<file path="config.mk">
export PLATFORM = sky130hd
export DESIGN_NAME = drive_sequencer
export DESIGN_NICKNAME = d
export VERILOG_FILES = /design/src/rtl/drive_sequencer.sv
export SDC_FILE = /design/constraint.sdc
export NUM_CORES = 1
export LEC_CHECK = 0
export ABC_AREA = 1
export CAP_MARGIN = 25
export CORE_ASPECT_RATIO = 1.5
export CORE_MARGIN = 8
export CORE_UTILIZATION = 25
export DETAILED_ROUTE_END_ITERATION = 10
export HOLD_SLACK_MARGIN = 0.12
export PLACE_DENSITY = 0.37
export SYNTH_ARGS = -nofsm -noshare
export SYNTH_HDL_FRONTEND = slang
export SYNTH_SLANG_ARGS = --single-unit
</file>
<file path="constraint.sdc">
create_clock -name clk -period 6.4 [get_ports clk]
set_clock_uncertainty 0.1 [all_clocks]
set_input_delay 1.28 -clock clk [delete_from_list [all_inputs] [get_ports clk]]
set_output_delay 1.28 -clock clk [all_outputs]
set_load 0.03 [all_outputs]
</file>
<file path="src/rtl/drive_sequencer.sv">
// Converts remote drive commands into per-wheel direction codes, inserting a
// coast interval before any reversal or stop and stopping on command silence.
module drive_sequencer #(
  parameter int DEAD_CYCLES = 50000,
  parameter int WDOG_CYCLES = 5000000
) (
  input  logic       clk,
  input  logic       rst,
  input  logic       cmd_valid,
  input  logic [3:0] cmd,
  output logic       cmd_ready,
  output logic [1:0] dir_l,
  output logic [1:0] dir_r,
  output logic       timeout,
  output logic       cmd_err
);

  localparam int DEAD_W = $clog2(DEAD_CYCLES) + 1;
  localparam int WDOG_W = $clog2(WDOG_CYCLES) + 1;
  localparam logic [DEAD_W-1:0] DEAD_LAST = DEAD_W'(DEAD_CYCLES - 1);
  localparam logic [WDOG_W-1:0] WDOG_LAST = WDOG_W'(WDOG_CYCLES - 1);

  typedef enum logic [1:0] {IDLE, RUN, DEAD} state_t;

  state_t            state_q, state_d;
  logic [1:0]        dir_l_q, dir_l_d, dir_r_q, dir_r_d;
  logic [1:0]        tgt_l_q, tgt_l_d, tgt_r_q, tgt_r_d;
  logic              ready_q, ready_d;
  logic              timeout_q, timeout_d;
  logic              cmd_err_q, cmd_err_d;
  logic [DEAD_W-1:0] dead_cnt_q, dead_cnt_d;
  logic [WDOG_W-1:0] wdog_cnt_q, wdog_cnt_d;

  logic       legal;
  logic [1:0] new_l, new_r;
  logic       accept;
  logic       leave;

  // Command decode; illegal codes fall back to stop on both wheels.
  always_comb begin
    legal = 1'b1;
    new_l = 2'b00;
    new_r = 2'b00;
    case (cmd)
      4'b1000: begin new_l = 2'b10; new_r = 2'b10; end
      4'b0100: begin new_l = 2'b01; new_r = 2'b01; end
      4'b0001: begin new_l = 2'b10; new_r = 2'b01; end
      4'b0010: begin new_l = 2'b01; new_r = 2'b10; end
      4'b1010: begin new_l = 2'b00; new_r = 2'b10; end
      4'b1001: begin new_l = 2'b10; new_r = 2'b00; end
      4'b0110: begin new_l = 2'b00; new_r = 2'b01; end
      4'b0101: begin new_l = 2'b01; new_r = 2'b00; end
      4'b0000: begin new_l = 2'b00; new_r = 2'b00; end
      default: legal = 1'b0;
    endcase
  end

  assign accept = cmd_valid & ready_q;
  assign leave  = ((dir_l_q != 2'b00) && (new_l != dir_l_q)) ||
                  ((dir_r_q != 2'b00) && (new_r != dir_r_q));

  always_comb begin
    state_d    = state_q;
    dir_l_d    = dir_l_q;
    dir_r_d    = dir_r_q;
    tgt_l_d    = tgt_l_q;
    tgt_r_d    = tgt_r_q;
    timeout_d  = 1'b0;
    cmd_err_d  = 1'b0;
    dead_cnt_d = '0;
    wdog_cnt_d = '0;
    case (state_q)
      IDLE, RUN: begin
        if (accept) begin
          cmd_err_d = ~legal;
          if (leave) begin
            tgt_l_d = new_l;
            tgt_r_d = new_r;
            dir_l_d = 2'b00;
            dir_r_d = 2'b00;
            state_d = DEAD;
          end else if (new_l == 2'b00 && new_r == 2'b00) begin
            dir_l_d = 2'b00;
            dir_r_d = 2'b00;
            state_d = IDLE;
          end else begin
            dir_l_d = new_l;
            dir_r_d = new_r;
            state_d = RUN;
          end
        end else if (state_q == RUN) begin
          // Counter reads k-1 in the k-th silent cycle, so expiry lands on the
          // cycle after WDOG_CYCLES-1 silent cycles.
          if (wdog_cnt_q + WDOG_W'(1) == WDOG_LAST) begin
            timeout_d = 1'b1;
            tgt_l_d   = 2'b00;
            tgt_r_d   = 2'b00;
            dir_l_d   = 2'b00;
            dir_r_d   = 2'b00;
            state_d   = DEAD;
          end else begin
            wdog_cnt_d = wdog_cnt_q + WDOG_W'(1);
          end
        end
      end
      DEAD: begin
        if (dead_cnt_q == DEAD_LAST) begin
          dir_l_d = tgt_l_q;
          dir_r_d = tgt_r_q;
          state_d = (tgt_l_q == 2'b00 && tgt_r_q == 2'b00) ? IDLE : RUN;
        end else begin
          dead_cnt_d = dead_cnt_q + DEAD_W'(1);
        end
      end
      default: state_d = IDLE;
    endcase
    ready_d = (state_d != DEAD);
  end

  always_ff @(posedge clk) begin
    if (rst) begin
      state_q    <= IDLE;
      dir_l_q    <= 2'b00;
      dir_r_q    <= 2'b00;
      tgt_l_q    <= 2'b00;
      tgt_r_q    <= 2'b00;
      ready_q    <= 1'b1;
      timeout_q  <= 1'b0;
      cmd_err_q  <= 1'b0;
      dead_cnt_q <= '0;
      wdog_cnt_q <= '0;
    end else begin
      state_q    <= state_d;
      dir_l_q    <= dir_l_d;
      dir_r_q    <= dir_r_d;
      tgt_l_q    <= tgt_l_d;
      tgt_r_q    <= tgt_r_d;
      ready_q    <= ready_d;
      timeout_q  <= timeout_d;
      cmd_err_q  <= cmd_err_d;
      dead_cnt_q <= dead_cnt_d;
      wdog_cnt_q <= wdog_cnt_d;
    end
  end

  assign cmd_ready = ready_q;
  assign dir_l     = dir_l_q;
  assign dir_r     = dir_r_q;
  assign timeout   = timeout_q;
  assign cmd_err   = cmd_err_q;

endmodule

</file>
* Word level (Yosys, flattened, before mapping)
Cells that the tools add are included.
** Storage, ports and cells
- Flip-flop bits (word level) :: 54
- Bits in latches :: 0
- RAM bits :: 0
- Bits in read-only memories :: 0
- Input port bits :: 7
- Output and inout port bits :: 7
- Word-level logic and storage cells :: 93
- Memories kept :: 0
** Operators by class
- Add/sub/neg operators :: 2
- Multipliers :: 0
- Div/mod/pow operators :: 0
- $lt $le $gt $ge :: 0
- Equality and inequality tests :: 19
- Shifts and indexed selects :: 0
- Muxes and demuxes :: 28
- Bitwise operators :: 6
- Reduce and logical (&&, ||, !) cells :: 28
** Operators with widths (number)
- 2-bit 2-to-1 mux :: 19
- 24-bit by 1-bit adder with 24-bit output (second input constant) :: 1
- 24-bit by 23-bit equality test with 1-bit output (second input constant) :: 1
- 2-bit case mux with 2 select lines :: 5
- 3-bit OR reduction :: 6
- 17-bit by 1-bit adder with 17-bit output (second input constant) :: 1
- 17-bit by 16-bit equality test with 1-bit output (second input constant) :: 1
- 4-bit by 3-bit equality test with 1-bit output (second input constant) :: 3
- 4-bit equality test (second input constant) :: 3
- 2-bit zero test :: 5
- 2-bit nonzero test :: 5
- 9-bit OR reduction :: 1
- 4-bit AND reduction :: 2
- 3-bit inequality test (second input constant) :: 2
- 1-bit inverter :: 5
- 5-bit OR reduction :: 1
- 4-bit by 1-bit equality test with 1-bit output (second input constant) :: 1
- 4-bit by 2-bit equality test with 1-bit output (second input constant) :: 1
- 1-bit logical AND :: 4
- 4-bit zero test :: 1
- 1-bit 2-to-1 mux :: 4
- 2-bit inequality test :: 2
- 2-bit inequality test (second input constant) :: 2
- 4-bit OR reduction :: 1
- other kinds (6) :: 6

* Longest topological paths before layout
Gate-level depths: netlist of the first run.
- Depth after elaboration :: 10
- Gate-level depth with buffers :: 16
- Gate-level depth less buffers :: 16

* Worst setup path before layout of the first run
Ideal clock, no wire load.
- Path kind :: input -> register
- Start :: input cmd[2]
- End :: register dir_l_q[0], in the netlist dir_l[0]
- Setup time :: 64 ps
- Data arrival time :: 2485 ps
- Data required time :: 6236 ps
- Path slack :: 3750 ps
- Cell stages on the path :: 14
- Path buffers :: 0
- Path through :: inv_1 nor2_1 inv_1 o21ai_0 inv_1 nand2_1 nand2_1 nor2_1 inv_1 nor2_1 a21oi_1 nand3_1 nand2_1 nor2_1
** Between the ends
- Word-level cells in the longest chain between the ends :: 9
- Elaborated cells on any way between the ends :: 26
** Ends and longest elaborated chain
- start: declaration :: line 10 : input logic [3:0] cmd,
- 4-bit by 2-bit equality test with 1-bit output, or another cell as far along :: line 44 : case (cmd)
- 3-bit OR reduction (no source line)
- 2-bit case mux with 2 select lines :: line 44
- 2-bit zero test, or another cell as far along :: line 82 : end else if (new_l == 2'b00 && new_r == 2'b00) begin
- 1-bit logical AND, on equally long branches :: line 82, 59, 60
- 2-bit 2-to-1 mux or 1-bit logical OR (tied branches) :: line 82, 59
- 2-bit 2-to-1 mux (*) :: line 76 : if (leave) begin
- 2-bit 2-to-1 mux (*) :: line 74 : if (accept) begin
- 2-bit case mux with 2 select lines (*) :: line 72 : case (state_q)
- end signal: assignment :: line 134 : dir_l_q <= dir_l_d;
- end: declaration :: line 26 : logic [1:0] dir_l_q, dir_l_d, dir_r_q, dir_r_d;
Every way passes the cells marked *; elsewhere a longest branch is shown, timed or not.
A chain may end at the register's enable or synchronous reset.

* Worst setup path after layout of the first run
Ends and elaborated chain as after synthesis.

==> PnR_summary.wiki, run 1 <==
{| class="wikitable"
! Metric !! Value
|-
| CTS tree || yes
|-
| Area growth, synth to finish || 15.8%
|-
| Total power density per cell area || 253 nW/um^2
|-
| Total half-perimeter wirelength after legalization and detailed placement || 6250 um
|-
| Leading area contributor after synthesis || sky130_fd_sc_hd__dfxtp_1
|-
| Maximum number of pins on one net before global-route repair || 23
|-
| Final total negative setup slack || 0 ps
|-
| Data arrival at the endpoint of the critical path || 3350 ps
|-
| Total track usage || 0.108
|-
| Count of hold-fix buffers inserted at cts || 0
|-
| Total core area || 11500 um^2
|-
| Number of pins with negative max-slew slack in the final report || 0
|-
| Antenna violations before repair || 0
|-
| Register bit total from synthesis || 54
|-
| Clock transition at the registers of the reported paths || 80 ps
|-
| Required time at the endpoint of the critical path || 6540 ps
|-
| Fmax || 312 MHz
|-
| Diodes inserted || 0
|-
| Reg power frac || 0.429
|-
| Most frequent cell after synthesis || sky130_fd_sc_hd__nand2_1
|-
| Min-Delay Startpoint || dead_cnt_q[0]
|-
| Cell Rows || 48
|-
| Reported leakage power || 0.00118 uW
|-
| Final Util || 0.294
|-
| Startpoint of the worst-slack reg-to-reg timing path || wdog_cnt_q[0]
|-
| Synthesis warning total || 0
|-
| Max capacitance violation total || 0
|-
| Fraction of power consumed by the clock network || 0.384
|-
| Kind of start point of the critical path || input port
|-
| Final nets || 475
|-
| Post-CTS resize count || 0
|-
| Count of final hold-check violations || 0
|-
| Syn_nets || 461
|-
| Logic gate share of total power || 0.187
|-
| Path type of the worst min-delay path || reg -> reg
|-
| Count of buffers added by post-CTS timing repair for setup || 0
|-
| Largest buffer count on any clock path || 2
|-
| Mapped Avg Cell Area || 6.46 um^2
|-
| Worst rel slew slack || 0.588
|-
| Share of the synthesized area in the top cell type || 0.371
|-
| Count of routing violations after the opening detailed-route iteration || 82
|-
| Crit Path Max Fanout || 6
|-
| Detailed-route wire length || 7890 um
|-
| Area after detailed placement || 3200 um^2
|-
| Unrepaired setup endpoints after global routing || false
|-
| Placed cell count || 608
|-
| Placer's final routability congestion estimate || 0.913
|-
| Layout cell share with drive strength beyond 1 || 0.0472
|-
| Via count of the first global-routing pass || 2894
|-
| Worst hold slack after final layout || 354 ps
|-
| Die extent in x || 104 um
|-
| Status || finished clean
|-
| Category of the critical setup timing path || in -> reg
|-
| Post-route ant nets || 0
|-
| Transition time at the pin with the least slew margin || 614 ps
|-
| Post-synth EDFFs || 0
|-
| First-pass GRT wire length || 13500 um
|-
| Number of standard cells in the final layout excluding fillers || 616
|-
| Vias per inst || 4.56
|-
| Worst-path cell with the longest stage delay || sky130_fd_sc_hd__clkdlybuf4s50_1
|-
| Final setup violation count || 0
|-
| Clk Latency, worst-skew pair || 300 ps
|-
| Vert. Die Dim || 148 um
|-
| Post-route clock period utilization || 0.500
|-
| Top-level port count || 14
|-
| Avg WL per Cell || 12.8 um
|-
| Global route total overflow || 0
|-
| DRC violation count after routing || 0
|-
| Total die area || 15400 um^2
|-
| Minimum clock period || 3200 ps
|-
| Effective utilization at floorplan || 0.254
|-
| Port Buffer Count || 13
|-
| Synth top area cells || sky130_fd_sc_hd__dfxtp_1, sky130_fd_sc_hd__nand2_1, sky130_fd_sc_hd__nor2_1, sky130_fd_sc_hd__inv_1, sky130_fd_sc_hd__nand3_1
|-
| Number of sinks driven by the clock tree || 54
|-
| Clock tree root buffer cell || sky130_fd_sc_hd__clkbuf_16
|-
| Worst Setup SP || cmd[2]
|-
| Setup crit end kind || flop
|-
| Post-route cell area || 3370 um^2
|-
| Number of clock buffers inserted by TritonCTS || 5
|-
| Biggest cell delay along the critical path || 540 ps
|-
| CTS H-Tree Depth || 2
|-
| Net switching power || 264 uW
|-
| TritonRoute pass-1 iters || 4
|-
| Portion of the post-synthesis area used by sequential elements || 0.371
|-
| Async SR Flop Fraction || 0
|-
| Cell-internal power || 591 uW
|-
| Most used standard cells in the synthesized netlist || sky130_fd_sc_hd__nand2_1, sky130_fd_sc_hd__nor2_1, sky130_fd_sc_hd__inv_1, sky130_fd_sc_hd__dfxtp_1, sky130_fd_sc_hd__nand3_1
|-
| Routed vias || 2811
|-
| Predominant post-synthesis flop cell || sky130_fd_sc_hd__dfxtp_1
|-
| Unique cell type count in the Yosys netlist || 32
|-
| CP Cell Sequence || clkdlybuf4s50_1 > inv_1 > nor2_1 > inv_1 > o21ai_0 > inv_1 > nand2_1 > nand2_1 > nor2_1 > inv_1 > nor2_1 > a21oi_1 > nand3_1 > nand2_1 > nor2_1
|-
| Switching share of total power || 0.308
|-
| Cell Area, Synth || 2910 um^2
|-
| Worst supply voltage drop on vdd || 132 uV
|-
| Count of mapped cells out of synthesis || 451
|}
==> routing by layer <==
layer,GRT usage,wire [um],part of all wire,vias up
met5,0,0,0,-
met4,0.0516,207,0.026,0
met3,0.0178,122,0.015,14
met2,0.212,4370,0.55,23
met1,0.106,3190,0.40,1292
li1,-,-,-,1482
==> cells by family after synthesis <==
kind of cell	count (synthesis)	synth area share
xor gates and xnor gates	7	0.0210
adders and majority gates	3	0.0129
buffers and inverters	66	0.0876
DFF	54	0.371
AOI/OAI and AO/OA	50	0.0927
and+or+nand+nor	271	0.415
==> critical path, delay by kind of cell <==
kind | cells | cell delay [ps]
AND/OR/NAND/NOR | 8 | 810
buffers and inverters | 5 | 920
AO/OA/AOI/OAI | 2 | 330
==> path summary, 6_finish.rpt <==
kind / slack (ps) / cells past startpoint / to
setup / recovery: 3200 / 15 / dir_l[0]
hold / removal: 350 / 1 / dead_cnt_q[0]
setup reg to reg: 3770 / 13 / wdog_cnt_q[17]
hold reg to reg: 350 / 1 / dead_cnt_q[0]
==> sequential cells by signal, indices dropped and copies added, names as in the netlist, 2 cells and up <==
name	cells
wdog_cnt_q	24
dead_cnt_q	17
dir_l	2
dir_r	2
state_q	2
tgt_l_q	2
tgt_r_q	2
==> power by group through the flow <==
| stage | sequential [uW] | clock [uW] | combinational (uW) |
|---|---|---|---|
| 2_1_floorplan | 390 | 0 | 91.1 |
| 3_3_place_gp | 376 | 0 | 162 |
| 3_5_place_dp | 375 | 0 | 161 |
| 4_1_cts | 368 | 342 | 162 |
| 5_1_grt | 370 | 354 | 179 |
| 6_report | 367 | 328 | 160 |
==> final cells by class <==
cell class              instances  area [um^2]
clock buffers                   5          125
inverters                      60          225
repair buffers                 13          130
flip-flops and latches         54         1080
fillers                      1290         8100
clock inverters                 3         47.5
well taps                     150          188
multi-input cells             331         1580
==> layout by cell type (no fill, tap or decap) <==
cell type                         instances
sky130_fd_sc_hd__nand2_1                106
sky130_fd_sc_hd__nor2_1                  78
sky130_fd_sc_hd__inv_1                   60
sky130_fd_sc_hd__dfxtp_1                 54
sky130_fd_sc_hd__nand3_1                 34
sky130_fd_sc_hd__a21oi_1                 27
sky130_fd_sc_hd__nand4_1                 15
sky130_fd_sc_hd__clkdlybuf4s50_1         13
sky130_fd_sc_hd__o21ai_0                 12
sky130_fd_sc_hd__nor3_1                  11
sky130_fd_sc_hd__nor2_2                   6
sky130_fd_sc_hd__nand3b_1                 5
sky130_fd_sc_hd__clkbuf_16                5
sky130_fd_sc_hd__xor2_1                   4
sky130_fd_sc_hd__nor3b_1                  4
sky130_fd_sc_hd__nand2_2                  3
sky130_fd_sc_hd__xnor2_1                  3
sky130_fd_sc_hd__o21ai_1                  3
sky130_fd_sc_hd__nor4_1                   3
sky130_fd_sc_hd__ha_1                     3
sky130_fd_sc_hd__a31oi_1                  2
sky130_fd_sc_hd__a22oi_1                  2
sky130_fd_sc_hd__inv_6                    2
sky130_fd_sc_hd__nor2_4                   1
sky130_fd_sc_hd__nor3_2                   1
sky130_fd_sc_hd__and2_1                   1
sky130_fd_sc_hd__o21bai_1                 1
sky130_fd_sc_hd__nor3b_2                  1
sky130_fd_sc_hd__nand3_2                  1
sky130_fd_sc_hd__a21oi_2                  1
sky130_fd_sc_hd__a41oi_1                  1
sky130_fd_sc_hd__or3_1                    1
sky130_fd_sc_hd__a211oi_1                 1
sky130_fd_sc_hd__bufinv_16                1
==> per-stage QoR <==
step,power [uW],setup WS (ps)
after floorplan,481,3750
after global placement,538,2940
after detailed placement,536,2910
after CTS,872,3230
after global routing,903,2840
final,855,3200
No activity file was read; power rests on OpenSTA's default activity.
==> run 2: changes to the inputs <==
clock period = 3.3 ns   (was 6.4 ns; I/O delays follow)
==> run 2 against run 1 <==
Sequential share of layout area up 0.095 points. First-iteration DRC count up 1.2%. Setup slack worse by 2500 ps. Utilization down 0.087 points. Via count down 2.6%. Critical endpoint is now wdog_cnt_q[6]. Largest cell class unchanged.
==> PnR_summary.wiki, run 2 (synthesized netlist as in run 1, its figures left out) <==
{| class="wikitable"
! Metric !! Value
|-
| Setup crit end kind || flop
|-
| Post-route ant nets || 0
|-
| Total core area || 11500 um^2
|-
| Top reg by flops || wdog_cnt_q
|-
| Post-CTS resize count || 0
|-
| DRC violation count after routing || 0
|-
| Total die area || 15400 um^2
|-
| Unrepaired setup endpoints after global routing || false
|-
| TritonRoute pass-1 iters || 4
|-
| Category of the critical setup timing path || reg -> reg
|-
| Vias per inst || 4.43
|-
| Logic gate share of total power || 0.200
|-
| Total half-perimeter wirelength after legalization and detailed placement || 6250 um
|-
| Fmax || 383 MHz
|-
| Worst rel slew slack || 0.564
|-
| Clock transition at the registers of the reported paths || 70 ps
|-
| Total track usage || 0.109
|-
| Number of pins with negative max-slew slack in the final report || 0
|-
| Switching share of total power || 0.309
|-
| Die extent in x || 104 um
|-
| Top-level port count || 14
|-
| Avg WL per Cell || 12.6 um
|-
| Transition time at the pin with the least slew margin || 649 ps
|-
| Data arrival at the endpoint of the critical path || 2670 ps
|-
| Top library cells by usage in the layout, fill and taps aside || sky130_fd_sc_hd__nand2_1, sky130_fd_sc_hd__nor2_1, sky130_fd_sc_hd__inv_1
|-
| Antenna violations before repair || 0
|-
| Area growth, synth to finish || 15.5%
|-
| Clk Latency, worst-skew pair || 300 ps
|-
| Via count of the first global-routing pass || 2884
|-
| Final nets || 477
|-
| Total power density per cell area || 468 nW/um^2
|-
| Reported leakage power || 0.00118 uW
|-
| Number of flip-flops in the largest register || 24
|-
| Layout cell share with drive strength beyond 1 || 0.0491
|-
| Global route total overflow || 0
|-
| Total power || 1570 uW
|-
| Clock tree root buffer cell || sky130_fd_sc_hd__clkbuf_16
|-
| CTS H-Tree Depth || 2
|-
| Post-route clock period utilization || 0.792
|-
| Required time at the endpoint of the critical path || 3360 ps
|-
| Final total negative setup slack || 0 ps
|-
| Minimum clock period || 2610 ps
|-
| Count of buffers added by post-CTS timing repair for setup || 0
|-
| Net switching power || 486 uW
|-
| Registers with the most flip-flops || wdog_cnt_q: 24 flops, dead_cnt_q: 17 flops
|-
| Diodes inserted || 0
|-
| Number of sinks driven by the clock tree || 54
|-
| Count of routing violations after the opening detailed-route iteration || 83
|-
| Effective utilization at floorplan || 0.254
|-
| Cell Rows || 48
|-
| Vert. Die Dim || 148 um
|-
| Port Buffer Count || 13
|-
| Placer's final routability congestion estimate || 0.910
|-
| Number of clock buffers inserted by TritonCTS || 5
|-
| Status || finished clean
|-
| Most common library cell in the layout ignoring fill and taps || sky130_fd_sc_hd__nand2_1
|-
| Routed vias || 2737
|-
| Crit Path Max Fanout || 22
|-
| Path type of the worst min-delay path || reg -> reg
|-
| Kind of start point of the critical path || flop
|-
| Final setup violation count || 0
|-
| CTS tree || yes
|-
| Count of hold-fix buffers inserted at cts || 0
|-
| Fraction of power consumed by the clock network || 0.349
|-
| Detailed-route wire length || 7800 um
|-
| Largest buffer count on any clock path || 2
|-
| Count of final hold-check violations || 0
|-
| Cell-internal power || 1090 uW
|-
| Reg power frac || 0.452
|-
| First-pass GRT wire length || 13600 um
|-
| Maximum number of pins on one net before global-route repair || 23
|-
| Worst supply voltage drop on vdd || 219 uV
|-
| Max capacitance violation total || 0
|}
-- run 2: cell count changes in the layout (fill, tap and decap cells not counted) --
cell and change:
sky130_fd_sc_hd__clkbuf_8 +1, sky130_fd_sc_hd__clkinv_2 +1, sky130_fd_sc_hd__buf_4 +2, sky130_fd_sc_hd__clkbuf_1 +1, sky130_fd_sc_hd__bufinv_16 -1, sky130_fd_sc_hd__inv_6 -2
-- run 2: worst paths after layout --
path	slack, ps	cells after the start	endpoint	from
worst min-delay path	350	1	dead_cnt_q[0]	dead_cnt_q[0]
worst max-delay path	690	13	wdog_cnt_q[6]	wdog_cnt_q[0]
worst max register to register	690	13	wdog_cnt_q[6]	wdog_cnt_q[0]
worst min register to register	350	1	dead_cnt_q[0]	dead_cnt_q[0]
-- run 2: layer usage --
layer,vias up,share of wire,global-route usage,routed length (um)
li1,1484,-,-,-
met1,1219,0.41,0.107,3180
met2,25,0.55,0.216,4300
met3,9,0.019,0.0186,149
met4,0,0.021,0.0444,163
met5,-,0,0,0
-- run 2: power by group through the flow --
| stage | logic [uW] | registers (uW) | clock network (uW) |
|---|---|---|---|
| finish | 314 | 711 | 549 |
| global route | 354 | 716 | 600 |
| CTS | 319 | 712 | 578 |
| detailed placement | 318 | 727 | 0 |
| global placement | 319 | 728 | 0 |
| floorplan | 177 | 756 | 0 |
-- run 2: critical path, cell delays in order, from the launching register on --
cell,delay [ps]
sky130_fd_sc_hd__dfxtp_1,390
sky130_fd_sc_hd__ha_1,230
sky130_fd_sc_hd__nand2_1,100
sky130_fd_sc_hd__nor2_4,200
sky130_fd_sc_hd__nand2_2,110
sky130_fd_sc_hd__nor2_2,150
sky130_fd_sc_hd__nand2_1,70
sky130_fd_sc_hd__nand2_1,80
sky130_fd_sc_hd__nand2_1,50
sky130_fd_sc_hd__nor2_1,140
sky130_fd_sc_hd__nor3b_2,260
sky130_fd_sc_hd__nand3_1,130
sky130_fd_sc_hd__nand3_2,400
sky130_fd_sc_hd__a21oi_1,70
-- run 2: area by class of cell --
cell class / instances / area [um^2]
fillers: 1278 / 8110
multi-input cells: 331 / 1580
flip-flops and latches: 54 / 1080
inverters: 60 / 225
well taps: 150 / 188
repair buffers: 15 / 145
clock buffers: 7 / 143
clock inverters: 1 / 5.00
-- run 2: through the flow --
step           hold WS [ps]  cells  setup slack [ps]   util  area [um^2]
2_1_floorplan           318    451              1260      -         2910
3_3_place_gp            338    610               479  0.280         3220
3_5_place_dp            342    610               439  0.280         3220
4_1_cts                 361    618               634  0.293         3360
5_1_grt                 383    618               375  0.293         3360
6_report                354    618               686  0.293         3360
==> run 3: changes to the inputs <==
clock period = 2.5 ns   (was 3.3 ns; I/O delays follow)
==> run 3 against run 2 <==
Power rose by 35%. Cell area rose by 8.2%. Sequential share of layout area fell by 2.3 points. Utilization rose by 2.4 points. Register-to-register slack got worse by 450 ps. Routed wire length rose by 2.4%. First-iteration DRC count fell by 3.6%. Hold slack improved by 1.9 ps. Sequential power rose by 32%. Via count rose by 3.3%. Critical path depth rose by 3. Critical path type unchanged.
==> PnR_summary.wiki, run 3 (synthesized netlist as in run 1, its figures left out) <==
{| class="wikitable"
! Metric !! Value
|-
| Status || finished clean
|-
| Port Buffer Count || 13
|-
| Global route total overflow || 0
|-
| Area growth, synth to finish || 24.9%
|-
| Crit Path Max Fanout || 5
|-
| Unrepaired setup endpoints after global routing || false
|-
| Worst supply voltage drop on vdd || 307 uV
|-
| Number of pins with negative max-slew slack in the final report || 0
|-
| Routed vias || 2828
|-
| Fmax || 442 MHz
|-
| Number of standard cells in the final layout excluding fillers || 637
|-
| Post-route clock period utilization || 0.904
|-
| Kind of start point of the critical path || flop
|-
| Via count of the first global-routing pass || 2886
|-
| Number of clock buffers inserted by TritonCTS || 5
|-
| Max capacitance violation total || 0
|-
| Count of final hold-check violations || 0
|-
| Min-Delay Startpoint || dead_cnt_q[0]
|-
| Placer's final routability congestion estimate || 0.779
|-
| Worst rel slew slack || 0.655
|-
| Worst hold slack after final layout || 356 ps
|-
| Layout cell share with drive strength beyond 1 || 0.125
|-
| Antenna violations before repair || 0
|-
| Worst hold endpoint || dead_cnt_q[0]
|-
| Area after detailed placement || 3340 um^2
|-
| DRC violation count after routing || 0
|-
| Crit Reg-Reg Endpoint || tgt_l_q[1]
|-
| Count of hold-fix buffers inserted at cts || 0
|-
| Total half-perimeter wirelength after legalization and detailed placement || 6310 um
|-
| Most common library cell in the layout ignoring fill and taps || sky130_fd_sc_hd__nand2_1
|-
| Post-route cell area || 3640 um^2
|-
| CTS tree || yes
|-
| Registers with the most flip-flops || wdog_cnt_q: 24 flops, dead_cnt_q: 17 flops
|-
| Final setup violation count || 0
|-
| Setup slack after layout || 240 ps
|-
| Filler Cells Inserted || 1267
|-
| Data arrival at the endpoint of the critical path || 2350 ps
|-
| TritonRoute pass-1 iters || 6
|-
| Number of sinks driven by the clock tree || 54
|-
| Total track usage || 0.109
|-
| First-pass GRT wire length || 13700 um
|-
| Minimum clock period || 2260 ps
|-
| Setup crit end kind || flop
|-
| Clock tree root buffer cell || sky130_fd_sc_hd__clkbuf_16
|-
| Vert. Die Dim || 148 um
|-
| CTS H-Tree Depth || 2
|-
| Required time at the endpoint of the critical path || 2590 ps
|-
| Clk Latency, worst-skew pair || 300 ps
|-
| Number of flip-flops in the largest register || 24
|-
| Total core area || 11500 um^2
|-
| Avg WL per Cell || 12.5 um
|-
| Post-route ant nets || 0
|-
| Total power density per cell area || 584 nW/um^2
|-
| Total power || 2130 uW
|-
| Top library cells by usage in the layout, fill and taps aside || sky130_fd_sc_hd__nand2_1, sky130_fd_sc_hd__nor2_1, sky130_fd_sc_hd__inv_1
|-
| Vias per inst || 4.44
|-
| Reported leakage power || 0.00130 uW
|-
| Top reg by flops || wdog_cnt_q
|-
| Final nets || 496
|-
| Path type of the worst min-delay path || reg -> reg
|-
| Placed cell count || 625
|-
| Top-level port count || 14
|-
| Worst R2R Path Depth || 16
|-
| Diodes inserted || 0
|-
| Transition time at the pin with the least slew margin || 514 ps
|-
| Count of routing violations after the opening detailed-route iteration || 80
|-
| Startpoint of the worst-slack reg-to-reg timing path || wdog_cnt_q[1]
|-
| Hold-critical path depth || 1
|-
| Category of the critical setup timing path || reg -> reg
|-
| Cell Rows || 48
|-
| Die extent in x || 104 um
|-
| Clock transition at the registers of the reported paths || 80 ps
|-
| Maximum number of pins on one net before global-route repair || 19
|-
| Detailed-route wire length || 7990 um
|-
| Largest buffer count on any clock path || 2
|-
| Effective utilization at floorplan || 0.254
|-
| Total die area || 15400 um^2
|-
| Place WS || -84.4 ps
|-
| Worst reg-to-reg setup slack || 240 ps
|}
[run 3: cell count changes in the layout (fill, tap and decap cells not counted), sizes merged]
cell,previous run,this run
buf,2,21
inv,60,61
clkbuf,7,5
clkinvlp,0,1
[run 3: worst max-delay path by stage]
| stage | from | slack (ps) | endpoint |
|---|---|---|---|
| 6_report | wdog_cnt_q[1] | 240 | tgt_l_q[1] |
| 5_1_grt | wdog_cnt_q[1] | 0.1 | tgt_l_q[1] |
| 4_1_cts | wdog_cnt_q[1] | 30 | dir_r[1] |
| 3_5_place_dp | cmd[2] | -80 | dir_l[0] |
| 3_3_place_gp | cmd[2] | -60 | dir_r[0] |
| 2_1_floorplan | wdog_cnt_q[0] | 460 | wdog_cnt_q[10] |
[run 3: per-layer routing]
layer	GRT usage	part of all wire
met5	0	0
met4	0.0516	0.016
met3	0.0169	0.017
met2	0.210	0.56
met1	0.112	0.41
[run 3: repair_timing]
action                     4_1_cts  5_1_grt
resized for setup                1       30
buffers inserted                 2        2
pin swaps                        1       11
setup endpoints to repair        3       37
[run 3: layout make-up]
type | instances | area [um^2] | share of cell area
Multi-Input combinational cell | 331 | 1690 | 0.463
Sequential cell | 54 | 1090 | 0.299
Timing Repair Buffer | 34 | 304 | 0.0835
Inverter | 60 | 225 | 0.0619
Tap cell | 150 | 188 | 0.0515
Clock buffer | 5 | 125 | 0.0344
Clock inverter | 3 | 25.0 | 0.00687
[run 3: worst max-delay path, cell delays in order, from the launching register on]
cell                      delay (ps)
sky130_fd_sc_hd__dfxtp_4         370
sky130_fd_sc_hd__ha_4            140
sky130_fd_sc_hd__nand2_2          60
sky130_fd_sc_hd__nor2_4          190
sky130_fd_sc_hd__buf_6           140
sky130_fd_sc_hd__buf_4           100
sky130_fd_sc_hd__nand3_1          70
sky130_fd_sc_hd__nand2_1          80
sky130_fd_sc_hd__nand2_2          50
sky130_fd_sc_hd__inv_2            60
sky130_fd_sc_hd__nand2_1          50
sky130_fd_sc_hd__nor2_1          100
sky130_fd_sc_hd__nand2_1          80
sky130_fd_sc_hd__nor2_2          120
sky130_fd_sc_hd__nand4_1         210
sky130_fd_sc_hd__nand3_1         180
sky130_fd_sc_hd__a21oi_2          60
[run 3: power breakdown]
| part | internal, uW | leakage (uW) | switching, uW |
|---|---|---|---|
| Clock | 378 | 0.0000704 | 355 |
| Sequential | 902 | 0.000438 | 38.7 |
| Combinational | 161 | 0.000788 | 290 |
| Total | 1440 | 0.00130 | 684 |
[run 3: through the flow]
step / TNS, ps / utilization
floorplan: 0 / -
global placement: -129 / 0.291
detailed placement: -177 / 0.291
CTS: 0 / 0.306
global route: 0 / 0.317
finish: 0 / 0.317
